## config.mk

```make
export PLATFORM = sky130hd
export DESIGN_NAME = crdma_mc
export DESIGN_NICKNAME = d
export VERILOG_FILES = /design/src/rtl/crdma_pkg.sv /design/src/rtl/crdma_skid.sv /design/src/rtl/crdma_mc.sv
export SDC_FILE = /design/constraint.sdc
export NUM_CORES = 1
export LEC_CHECK = 0
export BUFFER_PORTS_ARGS = -buffer_cell sky130_fd_sc_hd__buf_2
export CORE_ASPECT_RATIO = 0.6
export CORE_MARGIN = 4
export CORE_UTILIZATION = 50
export CTS_BUF_LIST = sky130_fd_sc_hd__clkbuf_16
export DETAILED_ROUTE_END_ITERATION = 8
export GPL_TIMING_DRIVEN = 0
export PLACE_DENSITY = 0.84
export SETUP_SLACK_MARGIN = 0.5
export SLEW_MARGIN = 30
export SYNTH_ARGS = -nofsm -noshare
export SYNTH_HDL_FRONTEND = slang
export SYNTH_HIERARCHICAL = 1
export SYNTH_SLANG_ARGS = --single-unit
```

## constraint.sdc

```tcl
create_clock -name clk -period 7.2 [get_ports clk]
set_input_delay 0.72 -clock clk [delete_from_list [all_inputs] [get_ports clk]]
set_output_delay 0.72 -clock clk [all_outputs]
set_load 0.01 [all_outputs]
```

## src/rtl/crdma_pkg.sv

```systemverilog
// Shared definitions for the column DMA micro-controller: instruction field
// layout, mode encodings, FSM state encoding and the completion code.
package crdma_pkg;

  // Instruction field layout (bit offsets and widths)
  localparam int INST_ID_LSB   = 28;
  localparam int INST_ID_W     = 4;
  localparam int INST_MASK_LSB = 20;
  localparam int INST_MASK_W   = 8;
  localparam int INST_MODE_LSB = 16;
  localparam int INST_MODE_W   = 4;
  localparam int INST_N_LSB    = 0;
  localparam int INST_N_W      = 16;

  // Mode field encodings; any other value behaves as SKIP
  localparam logic [3:0] MODE_PASS  = 4'd0;
  localparam logic [3:0] MODE_SKIP  = 4'd1;
  localparam logic [3:0] MODE_BCAST = 4'd2;

  // Code placed in the mode field of the completion word
  localparam logic [3:0] DONE_CODE = 4'hF;

  typedef enum logic [1:0] {
    ST_IDLE = 2'd0,
    ST_FWD  = 2'd1,
    ST_RUN  = 2'd2,
    ST_DONE = 2'd3
  } state_e;

  typedef enum logic [1:0] {
    OP_PASS  = 2'd0,
    OP_SKIP  = 2'd1,
    OP_BCAST = 2'd2
  } op_e;

  // Collapse the 4-bit mode field into the three supported operations
  function automatic op_e decode_mode(input logic [3:0] mode);
    op_e op;
    case (mode)
      MODE_PASS:  op = OP_PASS;
      MODE_BCAST: op = OP_BCAST;
      default:    op = OP_SKIP;
    endcase
    return op;
  endfunction

endpackage

```

## src/rtl/crdma_skid.sv

```systemverilog
// Two-entry per-channel output buffer. Registered output, so a beat pushed
// in one cycle is visible the next; accepts a new beat whenever not full,
// which sustains one beat per cycle while the consumer keeps up.
module crdma_skid #(
  parameter int W = 66
) (
  input  logic         clk,
  input  logic         rst,
  input  logic [W-1:0] in_data_i,
  input  logic         in_valid_i,
  output logic         in_ready_o,
  output logic [W-1:0] out_data_o,
  output logic         out_valid_o,
  input  logic         out_ready_i,
  output logic         empty_o
);

  logic [W-1:0] mem0_q, mem0_d;
  logic [W-1:0] mem1_q, mem1_d;
  logic         wr_ptr_q, wr_ptr_d;
  logic         rd_ptr_q, rd_ptr_d;
  logic [1:0]   cnt_q, cnt_d;
  logic         push;
  logic         pop;

  assign in_ready_o  = (cnt_q != 2'd2);
  assign out_valid_o = (cnt_q != 2'd0);
  assign empty_o     = (cnt_q == 2'd0);
  assign out_data_o  = rd_ptr_q ? mem1_q : mem0_q;
  assign push        = in_valid_i & in_ready_o;
  assign pop         = out_valid_o & out_ready_i;

  // Next-state for storage, pointers and occupancy
  always_comb begin
    mem0_d   = mem0_q;
    mem1_d   = mem1_q;
    wr_ptr_d = wr_ptr_q;
    rd_ptr_d = rd_ptr_q;
    cnt_d    = cnt_q;
    if (push) begin
      if (wr_ptr_q) mem1_d = in_data_i;
      else          mem0_d = in_data_i;
      wr_ptr_d = ~wr_ptr_q;
    end
    if (pop) rd_ptr_d = ~rd_ptr_q;
    case ({push, pop})
      2'b10:   cnt_d = cnt_q + 2'd1;
      2'b01:   cnt_d = cnt_q - 2'd1;
      default: cnt_d = cnt_q;
    endcase
  end

  // Buffer registers; reset drops any held beats
  always_ff @(posedge clk or posedge rst) begin
    if (rst) begin
      mem0_q   <= '0;
      mem1_q   <= '0;
      wr_ptr_q <= 1'b0;
      rd_ptr_q <= 1'b0;
      cnt_q    <= 2'd0;
    end else begin
      mem0_q   <= mem0_d;
      mem1_q   <= mem1_d;
      wr_ptr_q <= wr_ptr_d;
      rd_ptr_q <= rd_ptr_d;
      cnt_q    <= cnt_d;
    end
  end

endmodule

```

## src/rtl/crdma_mc.sv

```systemverilog
// Column DMA micro-controller. Consumes instructions; foreign-id words are
// forwarded untouched, own-id words move N column beats per masked channel
// (PASS / SKIP / BCAST), regenerate first/last framing, and finish with a
// completion word on the instruction output.
//
// Handshakes: every stream transfers a word on a rising clock edge where
// valid and ready are both 1. A source holds valid and data stable until
// the transfer; ready never depends combinationally on the same stream's valid.
module crdma_mc
  import crdma_pkg::*;
#(
  parameter int         DW  = 64,
  parameter int         IW  = 32,
  parameter int         NCH = 2,
  parameter logic [3:0] ID  = 4'h0
) (
  input  logic              clk,
  input  logic              rst,
  input  logic [IW-1:0]     inst_m_data,
  input  logic              inst_m_valid,
  output logic              inst_m_ready,
  output logic [IW-1:0]     inst_s_data,
  output logic              inst_s_valid,
  input  logic              inst_s_ready,
  input  logic [NCH*DW-1:0] clm_m_data,
  input  logic [NCH-1:0]    clm_m_first,
  input  logic [NCH-1:0]    clm_m_last,
  input  logic [NCH-1:0]    clm_m_valid,
  output logic [NCH-1:0]    clm_m_ready,
  output logic [NCH*DW-1:0] clm_s_data,
  output logic [NCH-1:0]    clm_s_first,
  output logic [NCH-1:0]    clm_s_last,
  output logic [NCH-1:0]    clm_s_valid,
  input  logic [NCH-1:0]    clm_s_ready,
  output logic              busy,
  output logic              err,
  output state_e            dbg_state_o
);

  state_e state_q, state_d;

  logic [IW-1:0]               inst_q, inst_d;
  logic [INST_MASK_W-1:0]      mask8_q, mask8_d;
  op_e                         op_q, op_d;
  logic [15:0]                 n_q, n_d;
  logic [NCH-1:0][15:0]        cnt_q, cnt_d;
  logic                        err_q, err_d;

  logic                        inst_acc;
  logic                        inst_own;
  logic [NCH-1:0]              new_mask;
  logic [15:0]                 new_n;

  logic                        run;
  logic                        is_pass;
  logic                        is_bcast;
  logic [NCH-1:0]              eff_mask;
  logic [15:0]                 n_last;

  logic [NCH-1:0]              sk_in_ready;
  logic [NCH-1:0]              sk_push;
  logic [NCH-1:0]              sk_empty;
  logic [NCH-1:0]              sk_out_valid;
  logic [NCH-1:0][DW+1:0]      sk_in_data;
  logic [NCH-1:0][DW+1:0]      sk_out_data;

  logic [NCH-1:0]              adv;
  logic                        bc_ok;
  logic [15:0]                 bc_cnt;
  logic                        frame_err;
  logic                        all_done;

  assign inst_acc = inst_m_valid & inst_m_ready;
  assign inst_own = (inst_m_data[INST_ID_LSB +: INST_ID_W] == ID);
  assign new_mask = inst_m_data[INST_MASK_LSB +: NCH];
  assign new_n    = inst_m_data[INST_N_LSB +: INST_N_W];

  assign run      = (state_q == ST_RUN);
  assign is_pass  = (op_q == OP_PASS);
  assign is_bcast = (op_q == OP_BCAST);
  assign eff_mask = mask8_q[NCH-1:0];
  assign n_last   = n_q - 16'd1;

  assign err         = err_q;
  assign dbg_state_o = state_q;

  // FSM state register
  always_ff @(posedge clk or posedge rst) begin
    if (rst) state_q <= ST_IDLE;
    else     state_q <= state_d;
  end

  // FSM next-state: own-id work runs only with a non-empty mask and N != 0
  always_comb begin
    state_d = state_q;
    case (state_q)
      ST_IDLE: begin
        if (inst_acc) begin
          if (!inst_own)                            state_d = ST_FWD;
          else if (new_n != 16'd0 && new_mask != '0) state_d = ST_RUN;
          else                                       state_d = ST_DONE;
        end
      end
      ST_FWD:  if (inst_s_ready) state_d = ST_IDLE;
      ST_RUN:  if (all_done)     state_d = ST_DONE;
      ST_DONE: if (inst_s_ready) state_d = ST_IDLE;
      default: state_d = ST_IDLE;
    endcase
  end

  // FSM outputs: instruction handshakes, forwarded word or completion word
  always_comb begin
    inst_m_ready = (state_q == ST_IDLE) && !rst;
    inst_s_valid = 1'b0;
    inst_s_data  = '0;
    busy         = (state_q != ST_IDLE);
    case (state_q)
      ST_FWD: begin
        inst_s_valid = 1'b1;
        inst_s_data  = inst_q;
      end
      ST_DONE: begin
        inst_s_valid      = 1'b1;
        inst_s_data[31:0] = {ID, mask8_q, DONE_CODE, n_q};
      end
      default: ;
    endcase
  end

  // Column steering: per-channel accept, counter advance, buffer push and
  // framing check. BCAST gates channel 0 on every masked buffer having room.
  always_comb begin
    clm_m_ready = '0;
    sk_push     = '0;
    adv         = '0;
    sk_in_data  = '0;
    frame_err   = 1'b0;
    bc_ok       = run && is_bcast;
    bc_cnt      = '0;
    // Descending scan so the lowest masked channel supplies the shared count
    for (int i = NCH - 1; i >= 0; i--) begin
      if (eff_mask[i]) begin
        bc_cnt = cnt_q[i];
        if (!sk_in_ready[i] || cnt_q[i] >= n_q) bc_ok = 1'b0;
      end
    end
    for (int i = 0; i < NCH; i++) begin
      if (is_bcast)
        sk_in_data[i] = {cnt_q[i] == 16'd0, cnt_q[i] == n_last, clm_m_data[0 +: DW]};
      else
        sk_in_data[i] = {cnt_q[i] == 16'd0, cnt_q[i] == n_last, clm_m_data[i*DW +: DW]};
      if (run && eff_mask[i]) begin
        if (is_bcast) begin
          adv[i]     = bc_ok & clm_m_valid[0];
          sk_push[i] = adv[i];
        end else begin
          clm_m_ready[i] = (cnt_q[i] < n_q) && (!is_pass || sk_in_ready[i]);
          adv[i]         = clm_m_ready[i] & clm_m_valid[i];
          sk_push[i]     = adv[i] & is_pass;
          if (adv[i] && ((clm_m_first[i] && cnt_q[i] != 16'd0) ||
                         (clm_m_last[i]  && cnt_q[i] != n_last)))
            frame_err = 1'b1;
        end
      end
    end
    if (bc_ok) begin
      clm_m_ready[0] = 1'b1;
      if (clm_m_valid[0] && ((clm_m_first[0] && bc_cnt != 16'd0) ||
                             (clm_m_last[0]  && bc_cnt != n_last)))
        frame_err = 1'b1;
    end
  end

  // Completion condition: masked counters at N and every buffer drained
  always_comb begin
    all_done = 1'b1;
    for (int i = 0; i < NCH; i++) begin
      if (eff_mask[i] && cnt_q[i] != n_q) all_done = 1'b0;
      if (!sk_empty[i])                   all_done = 1'b0;
    end
  end

  // Datapath next-state: latch instruction fields, advance counters, sticky err
  always_comb begin
    inst_d  = inst_q;
    mask8_d = mask8_q;
    op_d    = op_q;
    n_d     = n_q;
    cnt_d   = cnt_q;
    err_d   = err_q | frame_err;
    if (inst_acc) begin
      if (inst_own) begin
        mask8_d = inst_m_data[INST_MASK_LSB +: INST_MASK_W];
        op_d    = decode_mode(inst_m_data[INST_MODE_LSB +: INST_MODE_W]);
        n_d     = new_n;
        cnt_d   = '0;
      end else begin
        inst_d  = inst_m_data;
      end
    end else begin
      for (int i = 0; i < NCH; i++)
        if (adv[i]) cnt_d[i] = cnt_q[i] + 16'd1;
    end
  end

  // Datapath registers
  always_ff @(posedge clk or posedge rst) begin
    if (rst) begin
      inst_q  <= '0;
      mask8_q <= '0;
      op_q    <= OP_PASS;
      n_q     <= '0;
      cnt_q   <= '0;
      err_q   <= 1'b0;
    end else begin
      inst_q  <= inst_d;
      mask8_q <= mask8_d;
      op_q    <= op_d;
      n_q     <= n_d;
      cnt_q   <= cnt_d;
      err_q   <= err_d;
    end
  end

  // One output buffer per channel; payload is {first, last, data}
  for (genvar g = 0; g < NCH; g++) begin : g_ch
    crdma_skid #(.W(DW + 2)) u_skid (
      .clk         (clk),
      .rst         (rst),
      .in_data_i   (sk_in_data[g]),
      .in_valid_i  (sk_push[g]),
      .in_ready_o  (sk_in_ready[g]),
      .out_data_o  (sk_out_data[g]),
      .out_valid_o (sk_out_valid[g]),
      .out_ready_i (clm_s_ready[g]),
      .empty_o     (sk_empty[g])
    );
    assign clm_s_data[g*DW +: DW] = sk_out_data[g][DW-1:0];
    assign clm_s_last[g]          = sk_out_data[g][DW];
    assign clm_s_first[g]         = sk_out_data[g][DW+1];
    assign clm_s_valid[g]         = sk_out_valid[g];
  end

endmodule
```

==> results.txt <==
- The flow ran to the end, and the final reports show no timing, DRC or antenna violations.
* Post-cts gate resize count: 0
* Internal Dissipation: 5.87 mW
- Worst voltage drop across the vdd grid: 296 uV
- TritonCTS created 37 clock buffers.
- Among all cell types in the netlist, the one instantiated most often is mux2_2.
* Aggregate routed wire length: 61.8 mm
- Clock period minus final worst setup slack: 5.16 ns
* Largest net degree at the start of global routing: 85
* Worst relative slew slack: 35.8%
- The critical path goes through clkbuf_1 > inv_1 > ha_1 > a21oi_1 > o21ai_0 > a221o_1 > o32ai_1 > nand3_1 > a211oi_1 > and3_4 > buf_6 > buf_12 > mux2_4.
* Fin. max-slew vios: 0
- The share of total power dissipated in the clock network is 20.8%.
* Number of design-rule violations left by the first detailed-router iteration: 1293
* Critical path startpoint: n_q[3]$_DFFE_PP0P_
- Number of nets with antenna violations after routing: 0
- Yosys attributes the largest share of cell area to dfrtp_1, mux2_2, mux2_4.
* Kind of end point of the critical path: register
- Across every metal layer, demand over resource in global routing totals 28.0%.
* Async SR Flop Fraction: 100%
- Once layout is done, the placed cells without fillers occupy 23800 sq um.
- Final #Nets: 2296
- A synthesized cell averages 11.8 sq um.
* Depth of the worst register-to-register path: 13
- In this run, the combinational gates consume 43.3% of the power.
- The worst register-to-register path has a setup slack of 2.04 ns.
- The floorplan step set the die width to 267 um.
- Pre-Repair DR Iteration Count: 6
* Worst-Margin Slew: 0.960 ns
* Crit-path max FO: 10
- Via density per instance: 5.86
* Hold-fix buffer count after cts: 0
- In the final timing run, aggregate negative setup slack is 0 ns.
* Worst r2r src: n_q[3]$_DFFE_PP0P_
* Number of synthesized flops with an enable pin: 0
- Following the worst setup path forward leads to its endpoint at g_ch[0].u_skid/mem1_q[59]$_DFFE_PP0P_.
- Antenna violations before repair: 4
- The largest single stage delay on the critical path is 0.61 ns.
- Summed over all instances, the cell type with the most area after synthesis is dfrtp_1.
- Once placement finished, the instance area stood at 22600 sq um.
* Clock latency reported for the late side of the worst-skew pair: 0.54 ns
- Ports placed on the boundary: 346
- CTS built an H-tree with a depth of 2.
- Layout overhead on the synthesized area: 18.2%
* Clock Tree Root: clkbuf_16
- At the worst endpoint, the required time is 7.60 ns.
- Max-cap violations in this run came to 0.
- Top cell type's share of synthesized area: 45.4%
* Synthesis-stage register bit count: 365
- The critical path in this run is classified as register to register.
- Power per Cell Area: 389 nW/um^2
* Unrepaired setup endpoints after global routing: false
* Count of standard-cell rows: 56
- After technology mapping, the gate count stands at 1698.
* Netlist area before placement: 20100 sq um
* Mean routed wirelength per cell: 23.4 um
- No sink is reached through more buffers than the 3 on the longest clock path.
- Wire length of the first global-routing pass: 94.6 mm
- STA classifies the critical path startpoint as a register.
- In this run the critical register-to-register path is captured at g_ch[0].u_skid/mem1_q[59]$_DFFE_PP0P_.
- At the end of routability-driven placement, the weighted congestion stood at 0.993.
- Setup violations remaining at the end of the flow were counted as 0.
- Die Area: 43600 sq um
- Synthesis produced a netlist with a net count of 1909.
* HP Class: primary input to asynchronous set/reset pin
- Library cell contributing the largest single delay on the critical path: a211oi_1
- Summing the sequential cell areas from Yosys gives 45.4% of the chip area.
- Total global routing overflow: 0
- Die H: 163 um
- Synth top cells by count: mux2_2, dfrtp_1, nand2_1
- STA puts the critical path data arrival time at 5.56 ns.
* Half-perimeter wire length of the detailed placement result: 47.0 mm
* Effective utilization at floorplan: 51.1%
* Fmax: 194 MHz
- The number of different library cells used by synthesis comes to 71.
- IO Port Bufs: 345
- After layout, the worst path uses 71.6% of the clock period.
- Between clock sinks in the finished design, the worst skew comes to 0.0321 ns.
- Core ar.: 39400 sq um
- For this design the total switching power over the nets is 3.36 mW.
- # clock sinks: 365
- In this run switching power makes up 36.4% of total power.
- In this run the static leakage power is 11.6 nW.
* Number of hold violations in the final report: 0
- Total number of vias: 15.4k
- The number of global-route vias before repair came to 15.9k.
* Flop pwr share: 35.9%
- Of the cells placed in the final design, the portion with a size suffix greater than 1 is 43.6%.
- For this run, design rule violations remaining after detail routing come to 0.
* Dominant register cell in the synthesized netlist: dfrtp_1
* Buffers inserted by post-CTS timing repair: 0
* CTS clock-pin slew for the worst setup and hold paths: 0.08 ns
* Clock tree from TritonCTS: yes
- Synth warn: 6
power groups by stage:
| stage | registers [mW] | clock network [mW] | logic [mW] |
|---|---|---|---|
| floorplan | 3.14 | 0 | 2.72 |
| detailed placement | 3.32 | 0 | 3.94 |
| global placement | 3.24 | 0 | 3.83 |
| finish | 3.32 | 1.92 | 4.00 |
| CTS | 3.30 | 1.96 | 3.97 |
| global route | 3.40 | 2.05 | 4.27 |
worst min path at each step:
| stage | endpoint | startpoint | cells past startpoint |
|---|---|---|---|
| 3_3_place_gp | inst_q[31]$_DFFE_PP0P_ | inst_q[31]$_DFFE_PP0P_ | 2 |
| 4_1_cts | cnt_q[17]$_DFFE_PP0P_ | rst | 2 |
| 6_report | cnt_q[17]$_DFFE_PP0P_ | rst | 2 |
| 5_1_grt | cnt_q[17]$_DFFE_PP0P_ | rst | 2 |
| 2_1_floorplan | inst_q[31]$_DFFE_PP0P_ | inst_q[31]$_DFFE_PP0P_ | 2 |
| 3_5_place_dp | inst_q[31]$_DFFE_PP0P_ | inst_q[31]$_DFFE_PP0P_ | 2 |
worst max-delay path: cells and delay by family, from the launching register on:
| kind | cells | cell delay [ns] |
|---|---|---|
| AO/OA/AOI/OAI | 5 | 2.02 |
| adder cells (fa/ha/maj) | 1 | 0.41 |
| buffers and inverters | 4 | 1.24 |
| flip-flops | 1 | 0.40 |
| multiplexers | 1 | 0.31 |
| AND/OR/NAND/NOR | 2 | 0.63 |
final cells by class:
class / instances / area (sq um)
Fill cell: 3135 / 15600
Multi-Input combinational cell: 1182 / 10100
Sequential cell: 365 / 9130
Timing Repair Buffer: 348 / 1810
Clock buffer: 37 / 926
Buffer: 116 / 706
Tap cell: 522 / 653
Clock inverter: 26 / 225
Inverter: 35 / 151
Antenna cell: 5 / 12.5
layer usage:
metal | vias up | part of all wire (%) | global-route usage (%) | wire [um]
met5 | - | 0 | 0 | 0
met4 | 0 | 2.9 | 7.68 | 1780
met3 | 117 | 9.1 | 7.74 | 5650
met2 | 662 | 44 | 41.3 | 26900
met1 | 7819 | 44 | 40.7 | 27400
li1 | 6836 | - | - | -
state kept, by name (all words and copies together), names as in the netlist:
register              count
g_ch.u_skid/mem1_q      132
dbg_state_o               2
g_ch.u_skid/wr_ptr_q      2
err                       1
g_ch.u_skid/rd_ptr_q      2
cnt_q                    32
mask8_q                   8
g_ch.u_skid/mem0_q      132
n_q                      16
g_ch.u_skid/cnt_q         4
op_q                      2
inst_q                   32
through the flow:
stage	hold slack (ns)	power (mW)	setup slack [ns]	std cells	utilization, %
finish	0.275	9.24	2.04	2636	60.3
global route	0.294	9.73	1.95	2634	60.3
CTS	0.277	9.23	2.31	2631	60.3
detailed placement	0.462	7.26	2.35	2568	57.4
global placement	0.454	7.07	1.07	2565	57.1
floorplan	0.437	5.86	2.84	1698	-
layout by cell type, fill, tap and decap left out, drive strengths merged, types with 36 or more instances in the layout:
| cell type | synthesis | final |
|---|---|---|
| clkbuf | 65 | 102 |
| mux2 | 462 | 462 |
| ha | 39 | 39 |
| nor2b | 36 | 36 |
| nor2 | 46 | 46 |
| inv | 35 | 45 |
| xnor2 | 46 | 46 |
| dfrtp | 365 | 365 |
| o21ai | 37 | 37 |
| buf | 51 | 399 |
| nand2 | 181 | 181 |
cells by family after synthesis:
group                    count (synthesis)  synth area share [%]
flip-flops                             365                  45.4
XOR/XNOR                                63                  2.81
adder cells (fa/ha/maj)                 39                  2.43
multiplexers                           488                  28.7
AND/OR/NAND/NOR                        428                  10.7
AO/OA/AOI/OAI                          164                  5.81
buffers and inverters                  151                  4.16
Power figures use the tool's default switching activity.
